===== src/rtl/bit_count_accum.sv =====
// bit_count_accum
//   Counts ones (or zeros) in each accepted input word and accumulates the
//   counts over a frame terminated by in_last. The frame total is then held
//   on out_count/out_sat until the consumer accepts it.
//
//   Pipeline: stage 1 registers the per-word count and last flag, and
//   stage 2 adds the registered count into a saturating accumulator.
//   FSM:      ACCUM (accepting words) -> DRAIN (final count lands)
//             -> HOLD (result valid) -> ACCUM.
//
// Ports
//   clk, rst          clock, synchronous active-high reset
//   in_valid/in_ready input handshake
//   in_data [WIDTH]   word to count
//   in_last           final word of the frame
//   count_zeros       0: count ones, 1: count zeros (per word)
//   out_valid/out_ready result handshake
//   out_count [CNT_W] frame total (running total while in ACCUM)
//   out_sat           frame total saturated
module bit_count_accum #(
    parameter int WIDTH = 8,
    parameter int CNT_W = 12
) (
    input  logic             clk,
    input  logic             rst,
    input  logic             in_valid,
    output logic             in_ready,
    input  logic [WIDTH-1:0] in_data,
    input  logic             in_last,
    input  logic             count_zeros,
    output logic             out_valid,
    input  logic             out_ready,
    output logic [CNT_W-1:0] out_count,
    output logic             out_sat
);
    localparam int PW = $clog2(WIDTH + 1);
    // Sum width covers either operand plus a carry so overflow is visible
    // even when the per-word count is wider than the accumulator.
    localparam int SW = ((PW > CNT_W) ? PW : CNT_W) + 1;
    localparam logic [CNT_W-1:0] MAXV = '1;

    typedef enum logic [1:0] {ACCUM, DRAIN, HOLD} state_t;

    state_t          state, state_nx;
    logic [PW-1:0]   pc, wcnt;
    logic            accept;
    logic            s1_vld, s1_last;
    logic [PW-1:0]   s1_cnt;
    logic [CNT_W-1:0] acc;
    logic            sat;
    logic [SW-1:0]   sum;
    logic            over;

    // Word count (stage 1 input)
    always_comb begin
        pc = '0;
        for (int i = 0; i < WIDTH; i++) pc = pc + PW'(in_data[i]);
        wcnt = count_zeros ? (PW'(WIDTH) - pc) : pc;
    end

    // While reset is held the block presents its idle face regardless of state.
    assign in_ready  = rst || (state == ACCUM);
    assign accept    = in_valid && in_ready;
    assign out_valid = !rst && (state == HOLD);
    assign out_count = rst ? '0 : acc;
    assign out_sat   = !rst && sat;

    assign sum  = SW'(acc) + SW'(s1_cnt);
    assign over = sum > SW'(MAXV);

    always_comb begin
        state_nx = state;
        case (state)
            ACCUM:   if (in_valid && in_last) state_nx = DRAIN;
            // The last word is always in stage 1 here; it lands this cycle.
            DRAIN:   if (s1_vld && s1_last)   state_nx = HOLD;
            HOLD:    if (out_ready)           state_nx = ACCUM;
            default:                          state_nx = ACCUM;
        endcase
    end

    always_ff @(posedge clk) begin
        if (rst) begin
            state   <= ACCUM;
            s1_vld  <= 1'b0;
            s1_last <= 1'b0;
            s1_cnt  <= '0;
            acc     <= '0;
            sat     <= 1'b0;
        end else begin
            state  <= state_nx;
            s1_vld <= accept;
            if (accept) begin
                s1_cnt  <= wcnt;
                s1_last <= in_last;
            end
            if (state == HOLD && out_ready) begin
                acc <= '0;
                sat <= 1'b0;
            end else if (s1_vld) begin
                acc <= over ? MAXV : sum[CNT_W-1:0];
                sat <= sat | over;
            end
        end
    end
endmodule

===== config.mk =====
export PLATFORM = sky130hd
export DESIGN_NAME = bit_count_accum
export DESIGN_NICKNAME = d
export VERILOG_FILES = /design/src/rtl/bit_count_accum.sv
export SDC_FILE = /design/constraint.sdc
export NUM_CORES = 1
export LEC_CHECK = 0
export ABC_CLOCK_PERIOD_IN_PS = 8300
export CAP_MARGIN = 5
export CORE_MARGIN = 5
export CORE_UTILIZATION = 55
export CTS_BUF_LIST = sky130_fd_sc_hd__clkbuf_16
export DETAILED_ROUTE_END_ITERATION = 7
export PLACE_DENSITY = 0.87
export REMOVE_ABC_BUFFERS = 1
export SLEW_MARGIN = 20
export SYNTH_ARGS = -nofsm -noshare
export SYNTH_HDL_FRONTEND = slang
export SYNTH_SLANG_ARGS = --single-unit
export TNS_END_PERCENT = 10

===== constraint.sdc =====
create_clock -name clk -period 8.3 [get_ports clk]
set_clock_uncertainty 0.05 [all_clocks]
set_input_delay 1.66 -clock clk [delete_from_list [all_inputs] [get_ports clk]]
set_output_delay 1.66 -clock clk [all_outputs]
set_load 0.005 [all_outputs]

==> key figures <==
Floorplan
  – Die Ht: 60.9 um
  – DIE AREA: 3710 um^2
  – I/O pin total: 29
  – Row count: 18
  – Initial Util: 0.576
  – Die width: 60.9 um
  – Core footprint: 2480 um^2

Place
  – Dpl ws: 2.96 ns
  – Placed Instances: 226
  – Routability congestion estimate: 0.803
  – Port bufs: 28
  – HPWL Detailed: 2460 um

Cells and area
  – Area delta synth->final: 24.8%
  – Most common cell after layout, fill and taps aside: clkdlybuf4s50_1
  – Filler cell count: 197
  – Post-layout net count: 228
  – Non-filler instance count after layout: 230
  – Diodes inserted: 0
  – Share of post-route cells with drive strength above 1: 0.0400
  – Most frequent cells in the layout: 28 x clkdlybuf4s50_1, 23 x nor2_1, 22 x inv_1, 21 x dfxtp_1, 16 x a21oi_1

STA
  – Max_slew headroom: 0.360
  – Post-layout min period: 5.24 ns
  – Worst Setup Slack, final: 3.06 ns
  – Slew @ Worst Pin: 0.958 ns
  – Setup TNS: 0 ns
  – RSZ-0062 raised after global routing: false
  – Final hold vios: 0
  – Final Setup Violations: 0
  – Final Max Slew Viols: 0
  – FMAX: 191 MHz
  – Fin crit share: 0.631

Global routing
  – Initial antenna violation count: 0
  – Final global-route overflow total: 0
  – Largest net degree at the start of global routing: 25
  – Vias in the first global route: 1275
  – First-pass GRT wire length: 5540 um
  – Total track usage: 0.197

Clock network
  – TritonCTS clock tree: done
  – Longest Clk Path Bufs: 2
  – Setup Buffers After CTS: 0
  – Cts-stage hold buffer count: 0
  – Htree depth: 1
  – CTS clk-pin slew, worst paths: 0.06 ns
  – # clock sinks: 21
  – Clock Latency Late Sink: 0.25 ns
  – Total CTS buffers: 3
  – Clk root buf: clkbuf_16
  – Cts repair resizes: 0

Synth
  – Avg Cell Area, Syn: 8.16 um^2
  – Compound-Gate Fraction of Synth Area: 0.198
  – Most common flop cell mapped by yosys: dfxtp_1
  – Main combinational cell family by area after synthesis: simple AND/OR/NAND/NOR gates
  – Largest cells by area after synthesis: dfxtp_1 29%, fa_1 7.0%, ha_1 7.0%
  – Synth Area in XOR/XNOR: 0.0307
  – Synth area leader: dfxtp_1
  – Yosys reg bits: 21
  – Synth Area in Adders: 0.140
  – Multiplexer area fraction after synthesis: 0.0351
  – Seq/Total Area, Yosys: 0.294
  – Yosys cell types: 38
  – EDFF count, synth: 0
  – Post-Synthesis Cells: 175
  – Yosys warns: 0
  – Async set-or-reset flop fraction in the synthesized netlist: 0
  – Cell area after synthesis: 1430 um^2
  – Simple-gate portion of the synthesized area: 0.216
  – Area share of the largest cell type after synthesis: 0.294

Pwr
  – Max rail drop VDD: 0.000143 V
  – Total power: 0.297 mW
  – Power Dens Cells: 167 nW/um^2
  – P_leak: 0.705 nW

Drt
  – DRC: 0
  – Pre-Repair DR Iteration Count: 4
  – WL per Instance: 13.9 um
  – Antenna Nets Post-Route: 0
  – Vias per Instance: 5.63
  – Vias: 1294
  – WL final: 3200 um
  – DRT iter0 DRCs: 50

Worst setup path
  – Worst setup startpoint: rst
  – CP endpoint: in_ready
  – Setup crit start kind: input pin
  – FF-to-FF Start: acc[0]$_SDFFE_PP0P_
  – Worst R2R Setup Slack: 5.80 ns
  – Critical path type: in2out
  – WP data arrival: 3.53 ns
  – R2R depth: 7
  – Reg2Reg Capture Point: acc[5]$_SDFFE_PP0P_
  – Crit Path Max Fanout: 24
  – Critical path required time: 6.59 ns
  – Worst Setup End Kind: output port

Hold path
  – HP Class: reg2reg

Job
  – MaxCap Viol Count: 0

Outcome
  – Status: complete, no violations
[cells in the mapped netlist (2+ instances only)]
library cell,n
a211oi_1,7
a21oi_1,16
a311oi_1,4
a31oi_1,2
and3_1,3
buf_4,2
clkbuf_1,3
dfxtp_1,21
fa_1,5
ha_1,8
inv_1,21
mux2i_1,5
nand2_1,5
nand3_1,3
nand4_1,4
nor2_1,23
nor2b_1,11
nor3_1,5
o211ai_1,2
o21ai_0,2
o21ba_2,2
o21bai_1,2
xnor2_1,3
xor2_1,2
[routing by layer]
layer / GRT usage / vias up / wire (um)
li1: - / 655 / -
met1: 0.241 / 600 / 1370
met2: 0.357 / 33 / 1630
met3: 0.0298 / 6 / 161
met4: 0.0557 / 0 / 38
met5: 0 / - / 0
[sequential cells by signal, summed over array words and instances (netlist names)]
register,count
sat,1
s1_vld,1
acc,12
s1_last,1
state,2
s1_cnt,4
[metrics by stage]
step	util	hold slack, ns	instance area (um^2)
floorplan	-	0.382	1390
global placement	0.687	0.390	1700
detailed placement	0.687	0.406	1700
CTS	0.719	0.412	1780
global route	0.719	0.431	1780
finish	0.719	0.409	1780
[area by class of cell]
type | count | area, um^2 | area share
inverters | 21 | 78.8 | 0.0442
clock inverters | 1 | 3.75 | 0.00211
clock buffers | 3 | 75.1 | 0.0421
well taps | 30 | 37.5 | 0.0211
flip-flops and latches | 21 | 420 | 0.236
repair buffers | 28 | 280 | 0.157
multi-input cells | 126 | 886 | 0.497
[worst max-delay path, cell delays in order]
cell,delay [ns]
clkdlybuf4s50_1,1.02
o21bai_1,0.28
clkdlybuf4s50_1,0.57
[how the worst min path moves through the flow]
stage,startpoint,to,slack (ns),cells past startpoint
2_1_floorplan,sat$_SDFFE_PP0P_,sat$_SDFFE_PP0P_,0.38,2
3_3_place_gp,sat$_SDFFE_PP0P_,sat$_SDFFE_PP0P_,0.39,2
5_1_grt,sat$_SDFFE_PP0P_,sat$_SDFFE_PP0P_,0.43,2
6_report,sat$_SDFFE_PP0P_,sat$_SDFFE_PP0P_,0.41,2
4_1_cts,sat$_SDFFE_PP0P_,sat$_SDFFE_PP0P_,0.41,2
3_5_place_dp,sat$_SDFFE_PP0P_,sat$_SDFFE_PP0P_,0.41,2
[power by group]
part | switching, mW | internal (mW) | total [mW] | leakage [nW]
Clock | 0.0368 | 0.0642 | 0.101 | 0.0423
Sequential | 0.00481 | 0.107 | 0.112 | 0.171
Combinational | 0.0442 | 0.0404 | 0.0845 | 0.491
[logic make-up (layout without fill, tap and decap cells)]
group	after synthesis	in the layout
AND/OR/NAND/NOR	61	61
buffers and inverters	28	53
flip-flops	21	21
adder cells (fa/ha/maj)	13	13
AO/OA/AOI/OAI	42	42
XOR/XNOR	5	5
multiplexers	5	5
Note: power is estimated with default switching activity, not from simulation.
==> patch 1 (config.mk and constraints unchanged) <==
The parameter `WIDTH` goes from 8 to 16.
--- a/src/rtl/bit_count_accum.sv
+++ b/src/rtl/bit_count_accum.sv
@@ -19,5 +19,5 @@
 //   out_sat           frame total saturated
 module bit_count_accum #(
-    parameter int WIDTH = 8,
+    parameter int WIDTH = 16,
     parameter int CNT_W = 12
 ) (
Interface: changed (resized in_data); port bits go from 29 to 37. No check against the original RTL was run, so the function may have changed too.
==> patch 1 against the unedited design <==
Synthesized area increased by 20%. Via count rose by 14%. Design area up 22%. Count of clock-buffer cells in the layout unchanged. Setup slack lost 0.52 ns. Routed wire length increased by 7.6%. Sequential cell count increased by 1.
Power is not compared: it rests on default switching activity, and its combinational part moved more than twofold at a synthesized area within 25%.
==> patch 1: results (changes against the unedited design) <==
| Metric | Value |
|---|---|
| Outcome | `finished, final reports clean (unchanged)` |
| Arrival time at the worst endpoint | `5.88 ns (was 3.53 ns)` |
| Global placement routability congestion | `0.829 (was 0.803)` |
| Dominant synthesized flop cell | `dfxtp_1 (unchanged)` |
| Largest net degree at the start of global routing | `27 (was 25)` |
| Hold worst-path end | `sat (unchanged)` |
| Detailed Place HPWL | `2720 um (was 2460 um)` |
| Post-DP Area | `2090 um^2 (was 1700 um^2)` |
| RR Endpoint | `acc[11] (was acc[5])` |
| R2R Setup Slk | `6.06 ns (was 5.80 ns)` |
| Slew headroom | `72.7% (was 36.0%)` |
| Routed WL | `3440 um (was 3200 um)` |
| Clock-pin slew on the worst setup and hold paths | `0.06 ns (about the same)` |
| Yosys cell types | `41 (was 38)` |
| Vias per cell | `5.27 (was 5.63)` |
| First-pass GRT wire length | `6020 um (was 5540 um)` |
| Share of layout cells above drive strength 1 | `3.83% (was 4.00%)` |
| Top cells by area, synth | `dfxtp_1, fa_1, ha_1, inv_1, nor2_1 (was dfxtp_1, fa_1, ha_1, nor2_1, a21oi_1)` |
| Vias in the first global route | `1349 (was 1275)` |
| Post-synth top cells | `inv_1, nor2_1, dfxtp_1 (was nor2_1, dfxtp_1, inv_1)` |
| Initial DRC Count | `87 (was 50)` |
| Post-synthesis sequential area ratio | `25.8% (was 29.4%)` |
| Crit Path Max Fanout | `4 (was 24)` |
| Worst IR Drop VDD | `between 0.1 and 0.15 mV` |
| Largest registers | `acc x12, s1_cnt x5, state x2 (was acc x12, s1_cnt x4, state x2)` |
| Post-cts resize count | `0 (unchanged)` |
| GR Util met3 | `3.76% (was 2.98%)` |
| Min-delay worst type | `flop to flop (unchanged)` |
| Filler cell count | `237 (was 197)` |
| Post-layout nets | `280 (was 228)` |
| IO Port Bufs | `36 (was 28)` |
| GRT Total Usage | `17.7% (was 19.7%)` |
| Yosys Warn Count | `0 (unchanged)` |
| # Post-CTS Setup Buffers | `0 (unchanged)` |
| Met1 GRT Util | `23.7% (was 24.1%)` |
| Global routing met2 resource utilization | `29.3% (was 35.7%)` |
-- patch 1: changes by cell type in the layout (fill, tap and decap cells not counted), sizes merged, moves of 4 or more --
| cell | change |
|---|---|
| a21oi | -8 |
| clkdlybuf4s50 | +8 |
| fa | +6 |
| inv | +9 |
| nand2 | +8 |
| nand4 | -4 |
| o21ai | +6 |
-- patch 1: final cells by class --
cell class,count,share of cell area [%]
clock buffer,3,3.45
tap,44,2.53
inverter,31,5.35
timing repair buffer,37,16.9
multi-input combinational,141,51.3
sequential,22,20.3
clock inverter,1,0.173
-- patch 1: logic make-up (layout without fill, tap and decap cells) --
group           count (synthesis)  in the layout  share of synthesized area [%]
simple gates                   60             60                           17.1
compound gates                 50             50                           21.4
mux                             6              6                           3.51
buf+inv                        39             72                           9.00
fa+ha+maj                      22             22                           20.9
xor+xnor                        3              3                           2.34
flops                          22             22                           25.8
-- patch 1: how the worst max path moves through the flow --
stage | start | to | slack, ns | depth (start not counted)
final | in_data[0] | s1_cnt[3] | 2.55 | 15
after floorplan | in_data[0] | s1_cnt[3] | 2.94 | 14
after global routing | in_data[0] | s1_cnt[3] | 2.36 | 15
after CTS | in_data[0] | s1_cnt[3] | 2.53 | 15
after global placement | in_data[0] | s1_cnt[3] | 2.32 | 15
after detailed placement | in_data[0] | s1_cnt[3] | 2.25 | 15
-- patch 1: metal layers --
layer  share of wire (%)  vias up
li1                    -      756
met2                  48       40
met3                 5.4        4
met5                   0        -
met4                0.87        0
met1                  45      671
-- patch 1: worst max-delay path, cell delays in order --
cell,delay [ns]
clkdlybuf4s50_1,0.46
inv_1,0.05
fa_1,0.53
inv_1,0.05
fa_1,0.47
fa_1,0.51
inv_1,0.05
fa_1,0.47
inv_1,0.05
ha_1,0.20
fa_1,0.40
xor2_1,0.22
o31ai_1,0.28
xnor3_1,0.26
a211oi_1,0.22
-- patch 1: power by group through the flow --
stage	Combinational, mW	Clock [mW]	Sequential [mW]
final	0.224	0.102	0.125
after floorplan	0.173	0	0.124
after global placement	0.214	0	0.127
after global routing	0.256	0.110	0.126
after detailed placement	0.224	0	0.127
after CTS	0.226	0.102	0.125
-- patch 1: per-stage QoR --
step | util (%) | hold slack, ns | power (mW) | worst slack [ns] | cells
after floorplan | - | 0.382 | 0.298 | 2.94 | 194
after global placement | 69.2 | 0.395 | 0.341 | 2.32 | 275
after detailed placement | 69.2 | 0.420 | 0.351 | 2.25 | 275
after CTS | 71.8 | 0.428 | 0.454 | 2.53 | 279
after global routing | 71.8 | 0.447 | 0.492 | 2.36 | 279
final | 71.8 | 0.424 | 0.451 | 2.55 | 279
==> patch 2 (config.mk and constraints unchanged) <==
Without the edit above. The 3 states of `state_t` get a one-hot encoding in 3 bits.
--- a/src/rtl/bit_count_accum.sv
+++ b/src/rtl/bit_count_accum.sv
@@ -40,5 +40,5 @@
     localparam logic [CNT_W-1:0] MAXV = '1;
 
-    typedef enum logic [1:0] {ACCUM, DRAIN, HOLD} state_t;
+    typedef enum logic [2:0] {ACCUM = 3'b001, DRAIN = 3'b010, HOLD = 3'b100} state_t;
 
     state_t          state, state_nx;
Behaviour: same outputs for any inputs over 10 cycles, from zero or initial values and one cycle with rst high; not proved beyond that.
==> patch 2 against the unedited design <==
Sequential cell count up 1. Routed wire length increased by 0.66%. Total power grew 2.8%. Count of clock-buffer cells in the layout is the same. Setup slack better by 0.022 ns. Synthesized area rose by 4.8%. Design area increased by 4.5%. Non-clock buffer count unchanged. Critical path type unchanged.
==> patch 2: results (changes against the unedited design) <==
| Metric | Value |
|---|---|
| Min-delay worst type | `flop to flop (unchanged)` |
| Yosys Warn Count | `0 (unchanged)` |
| Arrival time at the worst endpoint | `3.51 ns (was 3.53 ns)` |
| Global placement routability congestion | `0.802 (was 0.803)` |
| Detailed Place HPWL | `2440 um (was 2460 um)` |
| Syn avg cell area | `8.55 um^2 (was 8.16 um^2)` |
| Routed WL | `3220 um (was 3200 um)` |
| Synth area leader | `dfxtp_1 (unchanged)` |
| Worst setup path endpoint | `in_ready (unchanged)` |
| Leakage | `0.746 nW (was 0.705 nW)` |
| Worst R2R Start | `acc[0] (unchanged)` |
| GRT Total Usage | `17.1% (was 19.7%)` |
| Metal3 WL | `130 um (was 161 um)` |
| R2R Setup Slk | `6.25 ns (was 5.80 ns)` |
| Detailed Routing Iterations Pass 1 | `4 (unchanged)` |
| Outcome | `finished, final reports clean (unchanged)` |
| Post-synthesis sequential area ratio | `29.4% (about the same)` |
| Post-layout nets | `229 (was 228)` |
| Vias per cell | `5.61 (was 5.63)` |
| Crit Path Max Fanout | `27 (was 24)` |
| Largest registers | `acc x12, s1_cnt x4, state x3 (was acc x12, s1_cnt x4, state x2)` |
| RR Endpoint | `acc[8] (was acc[5])` |
| WL met1 | `1370 um (about the same)` |
| First-pass GRT wire length | `5580 um (was 5540 um)` |
| Share of layout cells above drive strength 1 | `8.46% (was 4.00%)` |
| # Post-CTS Setup Buffers | `0 (unchanged)` |
| Post-synth top cells | `dfxtp_1, inv_1, nor2_1 (was nor2_1, dfxtp_1, inv_1)` |
| Vias in the first global route | `1331 (was 1275)` |
| Slew headroom | `39.0% (was 36.0%)` |
| Largest net degree at the start of global routing | `28 (was 25)` |
| DR WL met2 | `1670 um (was 1630 um)` |
| Filler cell count | `216 (was 197)` |
| Wire length per cell | `13.9 um (about the same)` |
| Worst IR Drop VDD | `0.131 mV (was 0.143 mV)` |
| Initial DRC Count | `87 (was 50)` |
| Top cells by area, synth | `dfxtp_1, fa_1, ha_1, nor2b_1, inv_1 (was dfxtp_1, fa_1, ha_1, nor2_1, a21oi_1)` |
| Yosys cell types | `45 (was 38)` |
-- patch 2: how the worst min path moves through the flow --
| stage | startpoint | end | slack [ns] | depth (start not counted) |
|---|---|---|---|---|
| floorplan | sat | sat | 0.38 | 2 |
| global placement | sat | sat | 0.40 | 2 |
| detailed placement | sat | sat | 0.40 | 2 |
| CTS | sat | sat | 0.41 | 2 |
| global route | sat | sat | 0.44 | 2 |
| finish | sat | sat | 0.41 | 2 |
-- patch 2: worst max-delay path, cell delays in order --
cell and delay [ns]:
clkdlybuf4s50_1 0.88, or2_2 0.52, clkdlybuf4s50_1 0.45
-- patch 2: report_power, final --
part	switching (mW)	internal, mW
Sequential	0.00590	0.112
Clock	0.0374	0.0643
Combinational	0.0433	0.0426
Total	0.0866	0.219
-- patch 2: stage by stage --
| stage | hold slack, ns | area [um^2] | setup slack (ns) |
|---|---|---|---|
| detailed placement | 0.402 | 1780 | 3.08 |
| global route | 0.438 | 1860 | 2.96 |
| CTS | 0.412 | 1860 | 3.08 |
| global placement | 0.398 | 1780 | 3.14 |
| floorplan | 0.382 | 1460 | 3.71 |
| finish | 0.409 | 1860 | 3.08 |
-- patch 2: metal layers --
layer / global-route usage, % / vias to the layer above
met5: 0 / -
met4: 7.86 / 0
met3: 2.52 / 5
met2: 30.8 / 28
met1: 19.6 / 601
li1: - / 668
-- patch 2: cell type report --
class | count | area [um^2] | area share (%)
clock buffers | 3 | 75.1 | 4.03
clock inverters | 1 | 3.75 | 0.202
inverters | 21 | 78.8 | 4.23
multi-input cells | 126 | 945 | 50.7
flip-flops and latches | 22 | 440 | 23.7
well taps | 31 | 38.8 | 2.08
repair buffers | 28 | 280 | 15.1
-- patch 2: cells by family (layout without fill, tap and decap cells) --
logic type	count (synthesis)	after routing	synth area share, %
xor+xnor	6	6	3.51
buf+inv	27	53	7.44
flops	22	22	29.4
compound gates	42	42	20.8
simple gates	63	63	24.1
mux	2	2	1.34
fa+ha+maj	13	13	13.4
